**src/rtl/chip_test_scheduler.sv**
```systemverilog
// Sequencer that shares one DUT socket between NUM_CHIPS tester modules: run, route pins, time out,
// hold the result for display, release. Define CHIP_TEST_RETRY_EN to retry a failing part once.
`timescale 1ns/1ps
module chip_test_scheduler #(
  parameter int unsigned NUM_CHIPS   = 8,
  parameter int unsigned SEL_W       = 3,
  parameter int unsigned PIN_W       = 16,
  parameter int unsigned TIMEOUT_CYC = 4096
) (
  input  logic                       Clk,
  input  logic                       Reset,
  input  logic                       Start,
  input  logic [SEL_W-1:0]           Chip_Sel,
  input  logic                       Ack,
  input  logic [NUM_CHIPS-1:0]       Tester_Done,
  input  logic [NUM_CHIPS-1:0]       Tester_Rslt,
  input  logic [NUM_CHIPS*PIN_W-1:0] Tester_Pin_Out,
  input  logic [NUM_CHIPS*PIN_W-1:0] Tester_Pin_Oe,
  output logic [NUM_CHIPS-1:0]       Tester_Run,
  output logic [NUM_CHIPS-1:0]       Tester_Disp,
  output logic [PIN_W-1:0]           Socket_Pin_Out,
  output logic [PIN_W-1:0]           Socket_Pin_Oe,
  output logic [SEL_W-1:0]           Active_Sel,
  output logic                       Busy,
  output logic                       Result_Valid,
  output logic                       Pass,
  output logic                       Timeout,
  output logic                       Sel_Err,
  output logic                       Retried
);

  localparam int unsigned TimerW = $clog2(TIMEOUT_CYC) + 1;
  localparam logic [TimerW-1:0] TimerLast = TimerW'(TIMEOUT_CYC - 1);

  typedef enum logic [2:0] {
    StIdle,
    StRun,
    StWait,
    StReport,
    StRelease
`ifdef CHIP_TEST_RETRY_EN
    , StRetryRel
`endif
  } state_e;

  state_e              state_q, state_d;
  logic                start_q;
  logic [SEL_W-1:0]    active_sel_q, active_sel_d;
  logic [TimerW-1:0]   timer_q, timer_d;
  logic                pass_q, pass_d;
  logic                timeout_q, timeout_d;
  logic                sel_err_q, sel_err_d;
  logic                retried_q, retried_d;

  logic                start_edge;
  logic                sel_valid;
  logic                done_sel;
  logic                rslt_sel;
  logic [PIN_W-1:0]    pin_out_sel;
  logic [PIN_W-1:0]    pin_oe_sel;
  logic [NUM_CHIPS-1:0] sel_onehot;

  assign start_edge = Start & ~start_q;
  assign sel_valid  = 32'(Chip_Sel) < NUM_CHIPS;

  // Pick out the latched tester's handshake and pin bundle.
  always_comb begin
    done_sel    = 1'b0;
    rslt_sel    = 1'b0;
    pin_out_sel = '0;
    pin_oe_sel  = '0;
    sel_onehot  = '0;
    for (int k = 0; k < int'(NUM_CHIPS); k++) begin
      if (active_sel_q == SEL_W'(k)) begin
        done_sel      = Tester_Done[k];
        rslt_sel      = Tester_Rslt[k];
        pin_out_sel   = Tester_Pin_Out[k*PIN_W +: PIN_W];
        pin_oe_sel    = Tester_Pin_Oe[k*PIN_W +: PIN_W];
        sel_onehot[k] = 1'b1;
      end
    end
  end

  always_comb begin
    state_d        = state_q;
    active_sel_d   = active_sel_q;
    timer_d        = timer_q;
    pass_d         = pass_q;
    timeout_d      = timeout_q;
    sel_err_d      = sel_err_q;
    retried_d      = retried_q;
    Tester_Run     = '0;
    Tester_Disp    = '0;
    Socket_Pin_Out = '0;
    Socket_Pin_Oe  = '0;
    Result_Valid   = 1'b0;
    case (state_q)
      StIdle: begin
        if (start_edge) begin
          if (sel_valid) begin
            active_sel_d = Chip_Sel;
            pass_d       = 1'b0;
            timeout_d    = 1'b0;
            sel_err_d    = 1'b0;
            retried_d    = 1'b0;
            state_d      = StRun;
          end else begin
            sel_err_d = 1'b1;
            pass_d    = 1'b0;
            state_d   = StReport;
          end
        end
      end
      StRun: begin
        Tester_Run = sel_onehot;
        timer_d    = '0;
        state_d    = StWait;
      end
      StWait: begin
        Socket_Pin_Out = pin_out_sel;
        Socket_Pin_Oe  = pin_oe_sel;
        timer_d        = timer_q + TimerW'(1);
        // Done outranks the terminal count on the same cycle.
        if (done_sel) begin
          pass_d  = rslt_sel;
          state_d = StReport;
`ifdef CHIP_TEST_RETRY_EN
          if (!rslt_sel && !retried_q) begin
            retried_d = 1'b1;
            state_d   = StRetryRel;
          end
`endif
        end else if (timer_q == TimerLast) begin
          timeout_d = 1'b1;
          pass_d    = 1'b0;
          state_d   = StReport;
        end
      end
      StReport: begin
        Result_Valid = 1'b1;
        if (Ack) begin
          state_d = StRelease;
        end
      end
      StRelease: begin
        if (!sel_err_q) begin
          Tester_Disp = sel_onehot;
        end
        if (sel_err_q || !done_sel) begin
          state_d = StIdle;
        end
      end
`ifdef CHIP_TEST_RETRY_EN
      StRetryRel: begin
        Tester_Disp = sel_onehot;
        if (!done_sel) begin
          state_d = StRun;
        end
      end
`endif
      default: state_d = StIdle;
    endcase
  end

  always_ff @(posedge Clk) begin
    if (Reset) begin
      state_q      <= StIdle;
      start_q      <= 1'b0;
      active_sel_q <= '0;
      timer_q      <= '0;
      pass_q       <= 1'b0;
      timeout_q    <= 1'b0;
      sel_err_q    <= 1'b0;
      retried_q    <= 1'b0;
    end else begin
      state_q      <= state_d;
      start_q      <= Start;
      active_sel_q <= active_sel_d;
      timer_q      <= timer_d;
      pass_q       <= pass_d;
      timeout_q    <= timeout_d;
      sel_err_q    <= sel_err_d;
      retried_q    <= retried_d;
    end
  end

  assign Active_Sel = active_sel_q;
  assign Busy       = state_q != StIdle;
  assign Pass       = pass_q;
  assign Timeout    = timeout_q;
  assign Sel_Err    = sel_err_q;
  assign Retried    = retried_q;

endmodule
```
**config.mk**
```make
export PLATFORM = sky130hd
export DESIGN_NAME = chip_test_scheduler
export DESIGN_NICKNAME = d
export VERILOG_FILES = /design/src/rtl/chip_test_scheduler.sv
export SDC_FILE = /design/constraint.sdc
export NUM_CORES = 1
export LEC_CHECK = 0
export ABC_AREA = 0
export BUFFER_PORTS_ARGS = -buffer_cell sky130_fd_sc_hd__buf_2
export CAP_MARGIN = 10
export CORE_AREA = 2 2 131 133
export CTS_CLUSTER_DIAMETER = 30
export DETAILED_ROUTE_END_ITERATION = 8
export DIE_AREA = 0 0 133 135
export GPL_ROUTABILITY_DRIVEN = 1
export PLACE_DENSITY = 0.54
export SLEW_MARGIN = 20
export SYNTH_ARGS = -nofsm -noshare
export SYNTH_HDL_FRONTEND = slang
export SYNTH_SLANG_ARGS = --single-unit
```
**constraint.sdc**
```tcl
create_clock -name Clk -period 2.2 [get_ports Clk]
set_clock_uncertainty 0.2 [all_clocks]
set_input_delay 0.44 -clock Clk [delete_from_list [all_inputs] [get_ports Clk]]
set_output_delay 0.44 -clock Clk [all_outputs]
set_load 0.03 [all_outputs]
```
---- After elaboration in Yosys (flattened, before gate mapping) ----
Cells that the tools add are included.
cells by class
  eq/ne operators ......................... 18
  mux-type cells .......................... 59
  bitwise logic cells ..................... 2
  reductions and logical operators ........ 10
  $add $sub $neg .......................... 1
operators by type and width
  operator                 number
  $mux W16                 18
  $mux W1                  30
  $pmux W13 S2             1
  $mux W8                  2
  $eq A3 B3 Y1 const B     5
  $mux W3                  5
  $pmux W3 S5              1
  $add A13 B1 Y13 const B  1
  $eq A13 B12 Y1 const B   1
  $eq A3 B2 Y1 const B     4
  $ne A2 B2 Y1 const B     5
  $reduce_and A4 Y1        2
  $eq A3 B1 Y1 const B     2
  $logic_not A3 Y1         2
  $pmux W1 S2              2
  $reduce_bool A2 Y1       2
  $ne A3 B3 Y1 const B     1
  $reduce_and A3 Y1        1
  $reduce_bool A3 Y1       1
  $reduce_and A2 Y1        1
  $and A1 B1 Y1            1
  $logic_not A1 Y1         1
  $not A1 Y1               1
word-level totals
  input bits .............................. 279
  register bits after elaboration ......... 22
  word-level logic and storage cells ...... 96
  output and inout port bits .............. 57

---- Depth between registers and ports, before layout ----
Gate-level depths: netlist of the first run.
  depth in word-level cells ............... 12
  gate-level depth with buffers ........... 8
  gate-level depth less buffers ........... 7

---- Worst setup path after synthesis of the first run ----
OpenSTA, ideal clock, no wires.
  path kind ............................... register -> output
  start point ............................. reg active_sel_q[0] (netlist: Active_Sel[0])
  end point ............................... out Socket_Pin_Out[3]
  setup slack ............................. -0.702 ns
  stages on the path, launching flop included .. 7
  arrival time ............................ 2.262 ns
  path buffers ............................ 4
  path through ............................ dfxtp_1 -> buf_4 -> buf_4 -> buf_2 -> buf_2 -> o22ai_1 -> a211oi_1
on the way
  cells in the longest elaborated chain, start to end .. 10
  elaborated cells between the ends (all ways) .. 17
  classes of those cells .................. eq/ne (7); mux (9); reduce/logical (1)
ends and longest elaborated chain
  element                 RTL line  RTL
  from (decl)             48        logic [SEL_W-1:0] active_sel_q, active_sel_d;
  from (signal assigned)  178       active_sel_q <= active_sel_d;
  $logic_not A3 Y1        74        if (active_sel_q == SEL_W'(k)) begin
  $mux W16 (7 in a row)   74
  $mux W16 (*)            74
  $mux W16 (*)            97        case (state_q)
  to (decl)               21        output logic [PIN_W-1:0] Socket_Pin_Out,
Mark *: on every way between the ends. The rest lies on a longest branch, timed or not.

---- Final worst setup path of the first run ----
  start point ............................. reg active_sel_q[0] (netlist: Active_Sel[0])
  end point ............................... out Socket_Pin_Oe[4]
on the way
  cells in the longest elaborated chain, start to end .. 10
  elaborated cells between the ends (all ways) .. 17
  classes of those cells .................. eq/ne (7); mux (9); reduce/logical (1)
ends and longest elaborated chain
  element                RTL line  RTL
  $logic_not A3 Y1       74
  $mux W16 (7 in a row)  74
  $mux W16 (*)           74
  $mux W16 (*)           97
  to (decl)              22        output logic [PIN_W-1:0] Socket_Pin_Oe,
Marked as above.

==> impl_results.rst, run 1 <==
.. list-table::
   :header-rows: 1

   * - Metric
     - Value
   * - H-tree levels
     - 1
   * - Pwr Density
     - 747 nW/um^2
   * - Antenna violations before repair
     - 3
   * - Synth Cell Area
     - 3440 sq um
   * - Class of the tightest hold or removal check
     - in2reg
   * - Main area contributors after synthesis
     - sky130_fd_sc_hd__mux4_2, sky130_fd_sc_hd__dfxtp_1, sky130_fd_sc_hd__mux2_2, sky130_fd_sc_hd__a211oi_1, sky130_fd_sc_hd__o21ai_0
   * - Relative area change from synthesis to final layout
     - 128%
   * - Commonest non-fill, non-tap cells in the layout
     - sky130_fd_sc_hd__buf_2, sky130_fd_sc_hd__buf_4, sky130_fd_sc_hd__buf_6, sky130_fd_sc_hd__nor2_4, sky130_fd_sc_hd__mux4_2
   * - Violations in the final reports
     - setup timing
   * - Die W
     - 133 um
   * - Library cells used by synthesis
     - 51
   * - GRT Overall Usage
     - 0.206
   * - Number of setup violations in the final report
     - 42
   * - Total CTS buffers
     - 3
   * - Share of the clock period used by the worst path after layout
     - 1.13
   * - Maximum clock frequency
     - 403 MHz
   * - Worst IR Drop VDD
     - 0.000364 V
   * - Hold slack final
     - 0.209 ns
   * - Share of synthesized area occupied by flip-flops and latches
     - 0.128
   * - Average instance area after synthesis
     - 7.97 sq um
   * - Max-cap violations
     - 0
   * - Average wire per standard cell
     - 19.0 um
   * - Setup WS post-layout
     - -0.281 ns
   * - Clock buffer depth
     - 2
   * - Fill cells
     - 1557
   * - Layout cells sized above 1
     - 0.771
   * - Cell count after synthesis
     - 432
   * - Worst Path Max Fanout
     - 7
   * - Prevailing post-synth register cell
     - sky130_fd_sc_hd__dfxtp_1
   * - Arrival time at the worst endpoint
     - 1.84 ns
   * - Final TNS setup
     - -7.82 ns
   * - Final GP Congestion
     - 0.845
   * - WL final
     - 20100 um
   * - Crit end category
     - output port
   * - Buffers added on ports
     - 333
   * - First-pass GRT wire length
     - 28900 um
   * - Hold Vio Cnt, Final
     - 0
   * - CP cell instances
     - buf_6 -> buf_12 -> buf_12 -> mux4_2 -> nor2_4 -> a211oi_4 -> buf_6
   * - Worst Setup Path Type
     - reg2out
   * - Type of element launching the critical path
     - flop
   * - CTS Root Cell
     - sky130_fd_sc_hd__clkbuf_16
   * - Setup repair after global routing missed its margin
     - true
   * - Std-Cell Rows
     - 47
   * - Core region area
     - 16400 sq um
   * - Via count of the routed design
     - 5197
   * - DRC Markers
     - 0
   * - Outcome
     - finished with violations
   * - Count of yosys warnings during synthesis
     - 0
   * - Detailed router's first-iteration violation count
     - 163
   * - Post-route antenna net violation count
     - 0
   * - Initial cell density of the core
     - 0.210
   * - Worst-path clk slew
     - 0.06 ns
   * - Vias/cell
     - 4.91
   * - LEAKAGE
     - 3.29 nW
   * - Number of nets in the finished design
     - 1118
   * - Power, Total
     - 5.87 mW
   * - Area of the die
     - 18000 sq um
   * - Pin count of the biggest net entering global routing
     - 24
   * - Proportion of register bits with asynchronous set or reset after synthesis
     - 0
   * - Max-slew violation count
     - 0
   * - Utilization of the core after routing
     - 0.479
   * - Clock tree from TritonCTS
     - built
   * - IO Pins
     - 336
   * - Clock sinks
     - 22
   * - Proportion of netlist area held by the largest area contributor
     - 0.190
   * - First-pass iteration count of the detailed router
     - 6
   * - CP max stage cell
     - sky130_fd_sc_hd__mux4_2
   * - Number of storage elements in the synthesis netlist
     - 22
   * - Most common cell after layout, fill and taps aside
     - sky130_fd_sc_hd__buf_2
   * - Number of global-route vias before repair
     - 5264
   * - Total overflow reported by the global router
     - 0
   * - Clock latency on the worst-skew pair
     - 0.26 ns
   * - Count of flip-flops with a built-in enable after synthesis
     - 0
   * - Tmin final
     - 2.48 ns
   * - Leading area contributor after synthesis
     - sky130_fd_sc_hd__mux4_2
   * - Die height
     - 135 um
   * - Required time at the endpoint of the critical path
     - 1.56 ns
   * - Final HPWL DP
     - 15400 um
   * - CP peak stage delay
     - 0.53 ns
-- final cells by class --
| class | instances | area [sq um] | share of cell area |
|---|---|---|---|
| tap | 220 | 275 | 0.0351 |
| timing repair buffer | 447 | 3220 | 0.411 |
| inverter | 1 | 7.51 | 0.000956 |
| multi-input combinational | 363 | 3810 | 0.485 |
| antenna | 1 | 2.50 | 0.000319 |
| clock buffer | 4 | 78.8 | 0.0100 |
| sequential | 22 | 455 | 0.0580 |
-- cells in the mapped netlist, types with 9 or more instances --
cell / n
sky130_fd_sc_hd__nor2_1: 59
sky130_fd_sc_hd__o21ai_0: 45
sky130_fd_sc_hd__a211oi_1: 31
sky130_fd_sc_hd__mux2_2: 29
sky130_fd_sc_hd__mux4_2: 29
sky130_fd_sc_hd__o22ai_1: 29
sky130_fd_sc_hd__dfxtp_1: 22
sky130_fd_sc_hd__nand2_1: 21
sky130_fd_sc_hd__a21oi_1: 18
sky130_fd_sc_hd__buf_2: 18
sky130_fd_sc_hd__clkbuf_1: 16
sky130_fd_sc_hd__mux2i_1: 14
sky130_fd_sc_hd__nor3_1: 10
sky130_fd_sc_hd__nand3_1: 9
-- final timing paths --
path	end	slack, ns	startpoint	cells past startpoint
worst max-delay path	Socket_Pin_Oe[4]	-0.28	Active_Sel[0]	7
worst min-delay path	start_q	0.21	Start	2
worst max register to register	state_q[1]	-0.04	Active_Sel[0]	9
worst min register to register	Timeout	0.28	Timeout	1
-- flip-flops by register name, summed over array words and instances (netlist names) --
signal,count
Active_Sel,3
Pass,1
Timeout,1
start_q,1
state_q,3
timer_q,13
-- worst max-delay path, delay by kind of cell (launching register included) --
family | cells | cell delay, ns
simple gates | 1 | 0.12
compound gates | 1 | 0.04
flops | 1 | 0.36
buf+inv | 4 | 0.52
mux | 1 | 0.53
-- per-layer routing --
layer	global-route usage	wire, um	vias to the layer above
met5	0	10	-
met2	0.379	10900	195
met4	0.0591	387	2
met3	0.0327	995	32
met1	0.247	7890	2503
li1	-	-	2465
-- timing repair --
item                       CTS  global route
cloned                       3             1
hold buffers                 0             0
gates resized for setup    195           113
setup endpoints to repair   48            52
buffers inserted            19            28
pin swaps                   22            41
-- per-stage QoR --
step                      std cells  setup WS (ns)  cell area [sq um]
after floorplan                 433         -0.125               3990
after global placement         1013         -0.113               6310
after detailed placement       1013         -0.112               6310
after CTS                      1039         -0.308               7300
after global routing           1058         -0.360               7850
final                          1058         -0.281               7850
-- report_power, final --
part	internal [mW]	switching, mW
sequential	0.447	0.0560
clock	0.248	0.155
combinational	2.39	2.57
total	3.09	2.78
-- kinds of logic (layout without fill, tap and decap cells) --
logic type               Yosys count  in the layout  share of synthesized area
AO/OA/AOI/OAI                    149            149                      0.274
AND/OR/NAND/NOR                  139            139                      0.198
multiplexers                      72             72                      0.325
buffers and inverters             48            452                     0.0708
flip-flops                        22             22                      0.128
adder cells (fa/ha/maj)            1              1                    0.00363
other                              1              3                    0.00109
(Power assumes the default switching activity.)
==> inputs of run 2 (changes only) <==
- GPL_TIMING_DRIVEN: not set -> 0
==> run 2 against run 1 <==
- the run still ends with setup timing left
- final cell count decreased by 1.1%
- combinational power increased by 3%
- critical path type unchanged
- critical path depth is 1 higher
- total power increased by 4.7%
- largest power group unchanged
- global-route usage rose by 1.7 points
==> impl_results.rst, run 2 (synthesis results as in run 1) <==
.. list-table::
   :header-rows: 1

   * - Metric
     - Value
   * - Outcome
     - finished with violations
   * - Violations in the final reports
     - setup timing
   * - Pwr Density
     - 770 nW/um^2
   * - Start of the worst register-to-register path
     - state_q[2]
   * - Area of the die
     - 18000 sq um
   * - Hold slack final
     - 0.221 ns
   * - Finished Cell Area
     - 7990 sq um
   * - Core region area
     - 16400 sq um
   * - R2r setup slk
     - 0.11 ns
   * - CP cell instances
     - buf_12 -> buf_12 -> o21ai_0 -> a21oi_2 -> a311oi_2 -> o221a_2 -> nor2_4 -> buf_4
   * - Clock sinks
     - 22
   * - Max-cap violations
     - 0
   * - Final GP Congestion
     - 0.840
   * - Worst Setup Path Type
     - reg2out
   * - Detailed router's first-iteration violation count
     - 198
   * - Share of the clock period used by the worst path after layout
     - 1.15
   * - CP max stage cell
     - sky130_fd_sc_hd__dfxtp_4
   * - Pin count of the biggest net entering global routing
     - 14
   * - Layout cells sized above 1
     - 0.775
   * - Capturing point of the worst reg2reg path
     - timer_q[11]
   * - Std-Cell Rows
     - 47
   * - Max FFs per register
     - 13
   * - Worst IR Drop VDD
     - 0.000407 V
   * - Commonest non-fill, non-tap cells in the layout
     - sky130_fd_sc_hd__buf_2, sky130_fd_sc_hd__buf_6, sky130_fd_sc_hd__buf_4, sky130_fd_sc_hd__nor2_4
   * - Initial cell density of the core
     - 0.210
   * - Number of global-route vias before repair
     - 5353
   * - Clock latency on the worst-skew pair
     - 0.26 ns
   * - Die W
     - 133 um
   * - Maximum clock frequency
     - 396 MHz
   * - First-pass GRT wire length
     - 30600 um
   * - Slew margin rel.
     - 0.638
   * - Fill cells
     - 1562
   * - IO Pins
     - 336
   * - End of the critical path
     - Socket_Pin_Oe[15]
   * - Hold Vio Cnt, Final
     - 0
   * - Buffers added on ports
     - 333
   * - WL final
     - 22300 um
   * - Tmin final
     - 2.53 ns
   * - Worst Reg-to-Reg Cells
     - 9
   * - Average wire per standard cell
     - 21.3 um
   * - Worst Path Max Fanout
     - 6
   * - Hold buffers post-CTS
     - 0
   * - Power, Total
     - 6.15 mW
   * - Worst slew pin tran
     - 0.544 ns
   * - Relative area change from synthesis to final layout
     - 132%
   * - Total CTS buffers
     - 3
   * - GRT Overall Usage
     - 0.223
   * - Setup repair after global routing missed its margin
     - true
   * - Worst-path clk slew
     - 0.06 ns
   * - Post-route antenna net violation count
     - 0
   * - Top register by number of flip-flops
     - timer_q
   * - CTS Root Cell
     - sky130_fd_sc_hd__clkbuf_16
   * - Placed standard-cell area
     - 5930 sq um
   * - Vias/cell
     - 4.99
   * - Final TNS setup
     - -9.58 ns
   * - CP peak stage delay
     - 0.37 ns
   * - Number of nets in the finished design
     - 1104
   * - Most common cell after layout, fill and taps aside
     - sky130_fd_sc_hd__buf_2
   * - Die height
     - 135 um
   * - First-pass iteration count of the detailed router
     - 4
   * - Setup WS post-layout
     - -0.326 ns
   * - Class of the tightest hold or removal check
     - in2reg
   * - Number of setup violations in the final report
     - 45
   * - H-tree levels
     - 1
   * - Final HPWL DP
     - 16200 um
   * - Total overflow reported by the global router
     - 0
   * - Via count of the routed design
     - 5222
   * - Clock buffer depth
     - 2
   * - Arrival time at the worst endpoint
     - 1.89 ns
   * - Critical Path Source
     - Active_Sel[0]
   * - Most prevalent standard cell on the critical path
     - sky130_fd_sc_hd__buf_12
   * - Antenna violations before repair
     - 5
   * - Sequential cell area
     - 455 sq um
   * - Type of element launching the critical path
     - flop
   * - Crit end category
     - output port
   * - LEAKAGE
     - 3.31 nW
   * - Footprint of the multi-input gates
     - 3840 sq um
   * - Clock tree from TritonCTS
     - built
   * - DRC Markers
     - 0
   * - Max-slew violation count
     - 0
   * - Required time at the endpoint of the critical path
     - 1.56 ns
==> run 2: cell count changes in the layout (fill, tap and decap cells not counted), moves of 4 or more <==
| cell | before | now |
|---|---|---|
| sky130_fd_sc_hd__buf_12 | 20 | 14 |
| sky130_fd_sc_hd__buf_4 | 73 | 41 |
| sky130_fd_sc_hd__buf_6 | 61 | 56 |
| sky130_fd_sc_hd__buf_8 | 3 | 11 |
| sky130_fd_sc_hd__clkbuf_16 | 4 | 15 |
| sky130_fd_sc_hd__clkbuf_8 | 0 | 6 |
| sky130_fd_sc_hd__o21ai_2 | 8 | 12 |
| sky130_fd_sc_hd__o22ai_2 | 11 | 15 |
==> run 2: critical path, delay by kind of cell, from the launching register on <==
family,cells,cell delay [ns]
AO/OA/AOI/OAI,4,0.74
buffers and inverters,3,0.48
flip-flops,1,0.37
AND/OR/NAND/NOR,1,0.04
==> run 2: per-layer routing <==
metal / vias up / share of wire / GRT usage
met2: 226 / 0.54 / 0.409
met4: 0 / 0.026 / 0.0669
met3: 35 / 0.048 / 0.0342
li1: 2451 / - / -
met1: 2510 / 0.39 / 0.269
met5: - / 0 / 0
==> run 2: worst min path at each step <==
| stage | start | end | slack, ns | depth (start not counted) |
|---|---|---|---|---|
| final | Chip_Sel[2] | Active_Sel[2] | 0.22 | 3 |
| after global placement | Timeout | Timeout | 0.25 | 1 |
| after detailed placement | Timeout | Timeout | 0.27 | 1 |
| after floorplan | timer_q[11] | timer_q[11] | 0.26 | 2 |
| after global routing | Start | start_q | 0.23 | 2 |
| after CTS | Chip_Sel[1] | Active_Sel[1] | 0.22 | 3 |
==> run 2: cell type report <==
type | count | area share
antenna | 3 | 0.000940
buffer | 42 | 0.0791
clock buffer | 3 | 0.00940
clock inverter | 1 | 0.00376
inverter | 1 | 0.00110
multi-input combinational | 363 | 0.480
sequential | 22 | 0.0570
tap | 220 | 0.0345
timing repair buffer | 391 | 0.334
==> run 2: where the power goes <==
| part | internal, mW | total [mW] | leakage (nW) | switching, mW |
|---|---|---|---|---|
| sequential | 0.447 | 0.533 | 0.182 | 0.0857 |
| combinational | 2.46 | 5.09 | 3.07 | 2.64 |
| clock | 0.362 | 0.519 | 0.0511 | 0.157 |
==> run 2: timing repair <==
action,CTS,global route
setup buffers,17,29
gates cloned,5,8
pin swaps,22,33
endpoints found under the setup margin,49,54
resized for setup,259,115
endpoints found under the hold margin,0,0
==> run 2: per-stage QoR <==
step | cells | setup WS, ns | util
after CTS | 1007 | -0.291 | 0.434
after detailed placement | 986 | -0.651 | 0.361
after global placement | 986 | -0.640 | 0.361
final | 1046 | -0.326 | 0.487
after global routing | 1046 | -0.393 | 0.487
after floorplan | 433 | -0.125 | -
==> inputs of run 3 (changes only) <==
- ABC_CLOCK_PERIOD_IN_PS: not set -> 2200
- REMOVE_ABC_BUFFERS: not set -> 1
==> run 3 against run 2 <==
- the flow still finishes with violations (setup timing)
- setup slack better by 0.043 ns
- sequential share of layout area is 1.4 points higher
- first-iteration DRC count is 59% higher
- die area stayed put
==> impl_results.rst, run 3 (synthesis results as in run 1) <==
.. list-table::
   :header-rows: 1

   * - Metric
     - Value
   * - Top register by number of flip-flops
     - timer_q
   * - Worst-path clk slew
     - 0.06 ns
   * - Violations in the final reports
     - setup timing
   * - Worst Path Max Fanout
     - 8
   * - Final GP Congestion
     - 0.818
   * - Most common cell after layout, fill and taps aside
     - sky130_fd_sc_hd__buf_2
   * - Antenna violations before repair
     - 1
   * - Final TNS setup
     - -7.62 ns
   * - Required time at the endpoint of the critical path
     - 1.56 ns
   * - Clock sinks
     - 22
   * - Arrival time at the worst endpoint
     - 1.84 ns
   * - WL final
     - 21300 um
   * - Hold Vio Cnt, Final
     - 0
   * - LEAKAGE
     - 2.81 nW
   * - Total overflow reported by the global router
     - 0
   * - Via count of the routed design
     - 4992
   * - H-tree levels
     - 1
   * - Layout cells sized above 1
     - 0.660
   * - Class of the tightest hold or removal check
     - in2reg
   * - Die W
     - 133 um
   * - Clock buffer depth
     - 2
   * - WHS Path Cells
     - 3
   * - Std-Cell Rows
     - 47
   * - Final HPWL DP
     - 13600 um
   * - Placed standard-cell area
     - 5240 sq um
   * - Average wire per standard cell
     - 21.6 um
   * - Setup repair after global routing missed its margin
     - true
   * - Die height
     - 135 um
   * - Cell count after placement
     - 942
   * - Buffers added on ports
     - 333
   * - Area of the die
     - 18000 sq um
   * - Outcome
     - finished with violations
   * - Max-slew violation count
     - 0
   * - Finished Layout Cells
     - 985
   * - Pin count of the biggest net entering global routing
     - 32
   * - Number of nets in the finished design
     - 1045
   * - Clock tree from TritonCTS
     - built
   * - Maximum clock frequency
     - 403 MHz
   * - Tmin final
     - 2.48 ns
   * - Pwr Density
     - 711 nW/um^2
   * - Finished Cell Area
     - 6470 sq um
   * - Post-route antenna net violation count
     - 0
   * - Worst Reg-to-Reg Cells
     - 9
   * - IO Pins
     - 336
   * - Relative area change from synthesis to final layout
     - 87.8%
   * - Share of the clock period used by the worst path after layout
     - 1.13
   * - Number of global-route vias before repair
     - 5173
   * - Type of element launching the critical path
     - flop
   * - Clock latency on the worst-skew pair
     - 0.25 ns
   * - Number of setup violations in the final report
     - 39
   * - First-pass iteration count of the detailed router
     - 5
   * - Hold slack final
     - 0.230 ns
   * - Setup WS post-layout
     - -0.284 ns
   * - DRC Markers
     - 0
   * - First-pass GRT wire length
     - 30300 um
   * - CTS Root Cell
     - sky130_fd_sc_hd__clkbuf_16
   * - Total CTS buffers
     - 3
   * - Worst Setup Path Type
     - reg2out
   * - Detailed router's first-iteration violation count
     - 314
   * - Max-cap violations
     - 0
   * - Initial cell density of the core
     - 0.210
   * - Crit end category
     - output port
   * - Core region area
     - 16400 sq um
   * - Max FFs per register
     - 13
   * - GRT Overall Usage
     - 0.220
   * - Commonest non-fill, non-tap cells in the layout
     - sky130_fd_sc_hd__buf_2, sky130_fd_sc_hd__nor2_1, sky130_fd_sc_hd__buf_4, sky130_fd_sc_hd__o21ai_0
   * - Vias/cell
     - 5.07
   * - Worst IR Drop VDD
     - 0.000471 V
## run 3: cell types whose count changed in the layout (fill, tap and decap cells not counted), moves of 12 or more
| cell | change |
|---|---|
| sky130_fd_sc_hd__a211oi_1 | +19 |
| sky130_fd_sc_hd__buf_6 | -49 |
| sky130_fd_sc_hd__a211oi_4 | -28 |
| sky130_fd_sc_hd__nor2_1 | +33 |
| sky130_fd_sc_hd__o21ai_0 | +23 |
| sky130_fd_sc_hd__nor2_4 | -37 |
| sky130_fd_sc_hd__o21ai_1 | -12 |
## run 3: timing repair
| action | 4_1_cts | 5_1_grt |
|---|---|---|
| pin swaps | 5 | 10 |
| hold buffers | 0 | 0 |
| setup buffers | 20 | 6 |
| gates cloned | 11 | 2 |
| resized for setup | 96 | 67 |
| setup endpoints to repair | 53 | 54 |
## run 3: per-stage QoR
stage	power [mW]	util	worst slack, ns
3_3_place_gp	3.18	0.314	-5.28
2_1_floorplan	2.28	-	-3.38
5_1_grt	4.86	0.394	-0.353
6_report	4.60	0.394	-0.284
4_1_cts	4.32	0.373	-0.277
3_5_place_dp	3.16	0.319	-1.32
## run 3: cell type report
cell class	count	area, sq um
fill	1690	9940
multi-input combinational	367	3150
timing repair buffer	370	2480
sequential	22	458
tap	220	275
clock buffer	3	75.1
inverter	1	20.0
clock inverter	1	3.75
antenna	1	2.50
## run 3: critical path, cell delays in order (launching register included)
cell	delay, ns
sky130_fd_sc_hd__dfxtp_4	0.44
sky130_fd_sc_hd__buf_12	0.17
sky130_fd_sc_hd__buf_12	0.14
sky130_fd_sc_hd__mux2_2	0.34
sky130_fd_sc_hd__o22ai_1	0.19
sky130_fd_sc_hd__a211oi_2	0.11
sky130_fd_sc_hd__buf_4	0.18
## run 3: metal layers
metal  global-route usage  up-vias  wire length, um
met3               0.0402       25             1210
met1                0.268     2398             8710
met2                0.409      222            11100
met5                    0        -                0
li1                     -     2347                -
met4               0.0376        0              270
## run 3: power breakdown
| group | switching (mW) | internal [mW] |
|---|---|---|
| logic | 2.04 | 1.61 |
| registers | 0.102 | 0.451 |
| clock network | 0.149 | 0.243 |
| total | 2.29 | 2.31 |
## run 3: final timing paths
| check | start | to | slack [ns] |
|---|---|---|---|
| hold / removal | Chip_Sel[0] | Active_Sel[0] | 0.23 |
| hold reg to reg | Timeout | Timeout | 0.28 |
| setup reg to reg | Active_Sel[1] | state_q[1] | -0.05 |
| setup / recovery | Active_Sel[1] | Socket_Pin_Oe[3] | -0.28 |
